`src/rtl/sram_arbiter.sv`:
```
// Two-master arbiter in front of a pipelined SRAM controller, routing read data back in issue order.
// Optional macro SRAM_ARB_ROUND_ROBIN_EN: simultaneous requests alternate instead of favouring m0.
module sram_arbiter #(
    parameter int ADDR_W       = 18,
    parameter int DATA_W       = 16,
    parameter int READ_LATENCY = 2
) (
    input  logic                  clk,
    input  logic                  reset,

    input  logic [ADDR_W-1:0]     m0_address,
    input  logic [DATA_W/8-1:0]   m0_byteenable,
    input  logic                  m0_read,
    input  logic                  m0_write,
    input  logic [DATA_W-1:0]     m0_writedata,
    output logic                  m0_waitrequest,
    output logic [DATA_W-1:0]     m0_readdata,
    output logic                  m0_readdatavalid,

    input  logic [ADDR_W-1:0]     m1_address,
    input  logic [DATA_W/8-1:0]   m1_byteenable,
    input  logic                  m1_read,
    input  logic                  m1_write,
    input  logic [DATA_W-1:0]     m1_writedata,
    output logic                  m1_waitrequest,
    output logic [DATA_W-1:0]     m1_readdata,
    output logic                  m1_readdatavalid,

    output logic [ADDR_W-1:0]     s_address,
    output logic [DATA_W/8-1:0]   s_byteenable,
    output logic                  s_chipselect,
    output logic                  s_read,
    output logic                  s_write,
    output logic [DATA_W-1:0]     s_writedata,
    input  logic [DATA_W-1:0]     s_readdata
);

    logic                    req0;
    logic                    req1;
    logic                    gnt_valid;
    logic                    gnt_id;
    logic                    sel_read;
    logic                    sel_write;
    logic                    push;
    logic [READ_LATENCY-1:0] rd_vld;
    logic [READ_LATENCY-1:0] rd_id;

    assign req0 = m0_read | m0_write;
    assign req1 = m1_read | m1_write;

`ifdef SRAM_ARB_ROUND_ROBIN_EN
    logic last_grant;

    always_ff @(posedge clk) begin
        if (reset) begin
            last_grant <= 1'b1;
        end else if (gnt_valid) begin
            last_grant <= gnt_id;
        end
    end
`endif

    // Reset forces no grant so nothing is accepted or forwarded while it is held.
    always_comb begin
        gnt_valid = 1'b0;
        gnt_id    = 1'b0;
        if (!reset) begin
            if (req0 && req1) begin
                gnt_valid = 1'b1;
`ifdef SRAM_ARB_ROUND_ROBIN_EN
                gnt_id    = ~last_grant;
`else
                gnt_id    = 1'b0;
`endif
            end else if (req0) begin
                gnt_valid = 1'b1;
                gnt_id    = 1'b0;
            end else if (req1) begin
                gnt_valid = 1'b1;
                gnt_id    = 1'b1;
            end
        end
    end

    assign sel_read  = gnt_id ? m1_read  : m0_read;
    assign sel_write = gnt_id ? m1_write : m0_write;

    // A combined read+write is forwarded as a write only and never expects data back.
    assign push = gnt_valid & sel_read & ~sel_write;

    assign s_chipselect = gnt_valid;
    assign s_write      = gnt_valid & sel_write;
    assign s_read       = push;
    assign s_address    = gnt_id ? m1_address    : m0_address;
    assign s_byteenable = gnt_id ? m1_byteenable : m0_byteenable;
    assign s_writedata  = gnt_id ? m1_writedata  : m0_writedata;

    assign m0_waitrequest = ~(gnt_valid & ~gnt_id);
    assign m1_waitrequest = ~(gnt_valid &  gnt_id);

    always_ff @(posedge clk) begin
        if (reset) begin
            rd_vld <= '0;
            rd_id  <= '0;
        end else begin
            rd_vld[0] <= push;
            rd_id[0]  <= gnt_id;
            for (int i = 1; i < READ_LATENCY; i++) begin
                rd_vld[i] <= rd_vld[i-1];
                rd_id[i]  <= rd_id[i-1];
            end
        end
    end

    assign m0_readdata      = s_readdata;
    assign m1_readdata      = s_readdata;
    assign m0_readdatavalid = rd_vld[READ_LATENCY-1] & ~rd_id[READ_LATENCY-1] & ~reset;
    assign m1_readdatavalid = rd_vld[READ_LATENCY-1] &  rd_id[READ_LATENCY-1] & ~reset;

endmodule

```
`config.mk`:
```
export PLATFORM = sky130hd
export DESIGN_NAME = sram_arbiter
export DESIGN_NICKNAME = d
export VERILOG_FILES = /design/src/rtl/sram_arbiter.sv
export SDC_FILE = /design/constraint.sdc
export NUM_CORES = 1
export LEC_CHECK = 0
export CORE_AREA = 2 2 65 67
export CTS_BUF_LIST = sky130_fd_sc_hd__clkbuf_4 sky130_fd_sc_hd__clkbuf_8
export CTS_CLUSTER_DIAMETER = 200
export DETAILED_ROUTE_END_ITERATION = 7
export DIE_AREA = 0 0 67 69
export DONT_BUFFER_PORTS = 1
export GPL_TIMING_DRIVEN = 0
export PLACE_DENSITY = 0.48
export SETUP_SLACK_MARGIN = 0.2
export SLEW_MARGIN = 15
export SYNTH_ARGS = -nofsm -noshare
export SYNTH_HDL_FRONTEND = slang
export SYNTH_SLANG_ARGS = --single-unit
```
`constraint.sdc`:
```
create_clock -name clk -period 2.1 [get_ports clk]
set_input_delay 0.21 -clock clk [delete_from_list [all_inputs] [get_ports clk]]
set_output_delay 0.21 -clock clk [all_outputs]
set_load 0.01 [all_outputs]
```
# Yosys cells after proc, flatten, opt, wreduce, memory -nomap -nowiden
# Cells that the tools add are included.
# Widths: inputs -> output; s select.
[totals] ff_bits=4 output_inout_bits=75
[op_classes] mux=12 bitwise=17 reduce_logical=1
[ops] cell="$mux 18" n=1
[ops] cell="$mux 16" n=1
[ops] cell="$and 1x1->1" n=9
[ops] cell="$mux 1" n=9
[ops] cell="$not 1->1" n=6
[ops] cell="$mux 2" n=1
[ops] cell="$or 1x1->1" n=2
[ops] cell="$logic_and 1x1->1" n=1

# Longest topological paths before layout
[logic_depth] depth_word=8 mapped_depth=5 mapped_depth_nobuf=3

# Least setup slack after synthesis
# No wires, ideal clock.
[synth_timing] kind="input to output" startpoint="input port reset" endpoint="output port s_address[10]" t_arrival_ns=1.463 path_slack_ns=0.427 cell_stages=5 path_buffers=3 path_cell_list="buf_6 or4_4 buf_6 buf_6 mux2_4"
[synth_between] elab_chain_cells=2
[synth_rtl] item="start: declaration" line_no="9" rtl="input logic reset,"
[synth_rtl] item="$mux 1" line_no="67" rtl="if (!reset) begin"
[synth_rtl] item="$mux 18" line_no="94" rtl="assign s_address = gnt_id ? m1_address : m0_address;"
[synth_rtl] item="end: declaration" line_no="29" rtl="output logic [ADDR_W-1:0] s_address,"
# No other way between the ends.

# Worst setup path after layout
[layout_timing] startpoint="input port reset" endpoint="output port s_address[11]"
# Same word-level chain as after synthesis.

==> results.yml <==
power:
  p_int_mw: 0.311
  peakVddDrop_v: 0.000331
  power_switching_mw: 0.133
  p_leak_nw: 0.539
  switching_share: 0.300
  clkPwrFrac: 0.353
  powerDensity_nw_per_um2: 425
  seqPwrFrac: 0.180
  p_comb_frac: 0.467
critical_path:
  worst_ep_required_time_ns: 1.89
  crit_type: "input pin to output port"
  crit_slowest_cell: "or4_4"
  worst_r2r_endpoint: "rd_vld[1]"
  r2r_cells: 1
  rrSetupSlack_ns: 1.59
  path_max_fanout: 10
  critPathLaunchType: "input pin"
  cp_slowest_stage_delay_ns: 0.54
  r2r_start: "rd_vld[0]"
  crit_chain: "buf_6 > or4_4 > buf_6 > buf_6 > mux2_4"
  endpoint_kind: "output port"
  arrival_ns: 1.52
  cp_common_cell: "buf_6"
  cp_num_buf_inv: 3
  critical-path-top-delay-family: "simple AND/OR/NAND/NOR gates"
worst_hold_path:
  min_to: "rd_vld[0]"
  min_path_type: "input pin to flip-flop"
  min_from: "m0_write"
  min_path_cells: 1
synth:
  syn-num-nets: 187
  syn_area_per_cell_um2: 10.1
  ys_ff_latch: 4
  ys_seq_area_frac: 0.0850
  ys_warn_count: 0
  yosysUniqueCellTypes: 16
  netlist_instances: 93
  netlist_area_um2: 942
final_layout:
  drive_gt1_frac: 0.802
  antenna_cells: 0
  area_growth_pct: 11.0
  post-route-util: 0.267
  final_nets: 192
  filler_cell_count: 414
  most-common-layout-cells: "32 x buf_4, 20 x mux2_4, 16 x mux2_2"
  final_common_cell: "buf_4"
sta:
  holdWs_ns: 0.0818
  finalClockSkew_ns: 0.00178
  period_share: 0.825
  slew_headroom: 0.712
  max_freq_mhz: 577
  worst_slew_pin_slew_ns: 0.431
  setup_tns_ns: 0
  postLayoutSetupSlackWorst_ns: 0.368
  min_period_ns: 1.73
  hold_viol: 0
  maxSlewViolCount: 0
  setup_viol: 0
  rsz0062_at_grt: "false"
die:
  io_pins: 169
  coreArea_um2: 3910
  die_area_um2: 4620
  die_h_um: 69
  rows: 23
  die_x_um: 67
  start_util: 0.241
placed_design:
  portBuffers: 0
  gp_congestion: 0.811
  hpwlAfterDp_um: 2620
  pre_cts_ws_ns: 0.357
global_routing:
  grt_pass1_vias: 705
  grtUsageTotal: 0.103
  grt_pass1_wl_um: 3540
  grt_max_degree: 11
  grt-ovfl-total: 0
  antenna_found_initial: 0
clock_network:
  worstSkewPairLatency_ns: 0.21
  cts_resized: 0
  cts_hold_buffers: 0
  tritoncts: "built"
  cts_root_buf: "clkbuf_8"
  cts.path.max_buffers: 2
  cts_max_level: 1
  path_clk_slew_ns: 0.03
  postCtsSetupBuffers: 0
  cts_num_sinks: 4
  numCtsBuffers: 3
routing:
  routed_wl_um: 2820
  firstDrtPassIters: 2
  drtIter0Drc: 3
  antenna_left: 0
  vias_per_cell: 4.65
  drc: 0
  vias: 679
  wl_per_cell_um: 19.3
flow_run:
  max_cap_viol_count: 0
run_status:
  status: "finished clean"
-- worst max-delay path by stage --
stage                     depth (start not counted)             to  start  slack (ns)
final                                             5  s_address[11]  reset        0.37
after global routing                              5  s_address[11]  reset        0.33
after CTS                                         5  s_address[11]  reset        0.36
after detailed placement                          5  s_address[11]  reset        0.36
after global placement                            5   s_address[7]  reset        0.37
after floorplan                                   5  s_address[10]  reset        0.43
-- registers in the layout, summed over array words and instances, names as in the netlist --
name,flops
rd_vld,2
rd_id,2
-- layer usage --
layer	track usage	wire length, um	vias up	share of wire
met1	0.0822	780	294	0.28
met2	0.228	1650	93	0.59
met4	0.0136	0	0	0
li1	-	-	292	-
met3	0.0294	388	0	0.14
met5	0	0	-	0
-- power by group through the flow --
stage | clock (mW) | sequential [mW] | combinational [mW]
2_1_floorplan | 0 | 0.0808 | 0.189
3_3_place_gp | 0 | 0.0809 | 0.211
3_5_place_dp | 0 | 0.0810 | 0.212
4_1_cts | 0.161 | 0.0800 | 0.212
5_1_grt | 0.171 | 0.0801 | 0.220
6_report | 0.157 | 0.0799 | 0.208
-- synthesized netlist by cell type (all sizes together) --
master | count | area share
a21oi | 2 | 0.011
and3b | 1 | 0.0093
buf | 37 | 0.31
dfxtp | 4 | 0.085
inv | 3 | 0.012
mux2 | 36 | 0.51
nor2 | 2 | 0.0080
nor2b | 2 | 0.013
nor3 | 2 | 0.011
nor3b | 1 | 0.0080
o21ai | 1 | 0.0053
o21bai | 1 | 0.0080
or4 | 1 | 0.012
-- cell type report --
class | instances | area (um2) | share of cell area
multi-input combinational | 49 | 561 | 0.536
buffer | 37 | 290 | 0.278
inverter | 3 | 11.3 | 0.0108
sequential | 4 | 80.1 | 0.0766
clock buffer | 3 | 41.3 | 0.0395
tap | 50 | 62.6 | 0.0598
-- cell families (layout without fill, tap and decap cells) --
family	Yosys count	count (layout)	synth area share
compound gates	4	4	0.0239
buf+inv	40	43	0.320
flops	4	4	0.0850
mux	36	36	0.510
simple gates	9	9	0.0611
-- through the flow --
stage | cell area, um2 | std cells | total power, mW
2_1_floorplan | 942 | 93 | 0.270
3_3_place_gp | 1000 | 143 | 0.292
3_5_place_dp | 1000 | 143 | 0.292
4_1_cts | 1050 | 146 | 0.453
5_1_grt | 1050 | 146 | 0.471
6_report | 1050 | 146 | 0.445
Power figures use the tool's default switching activity.
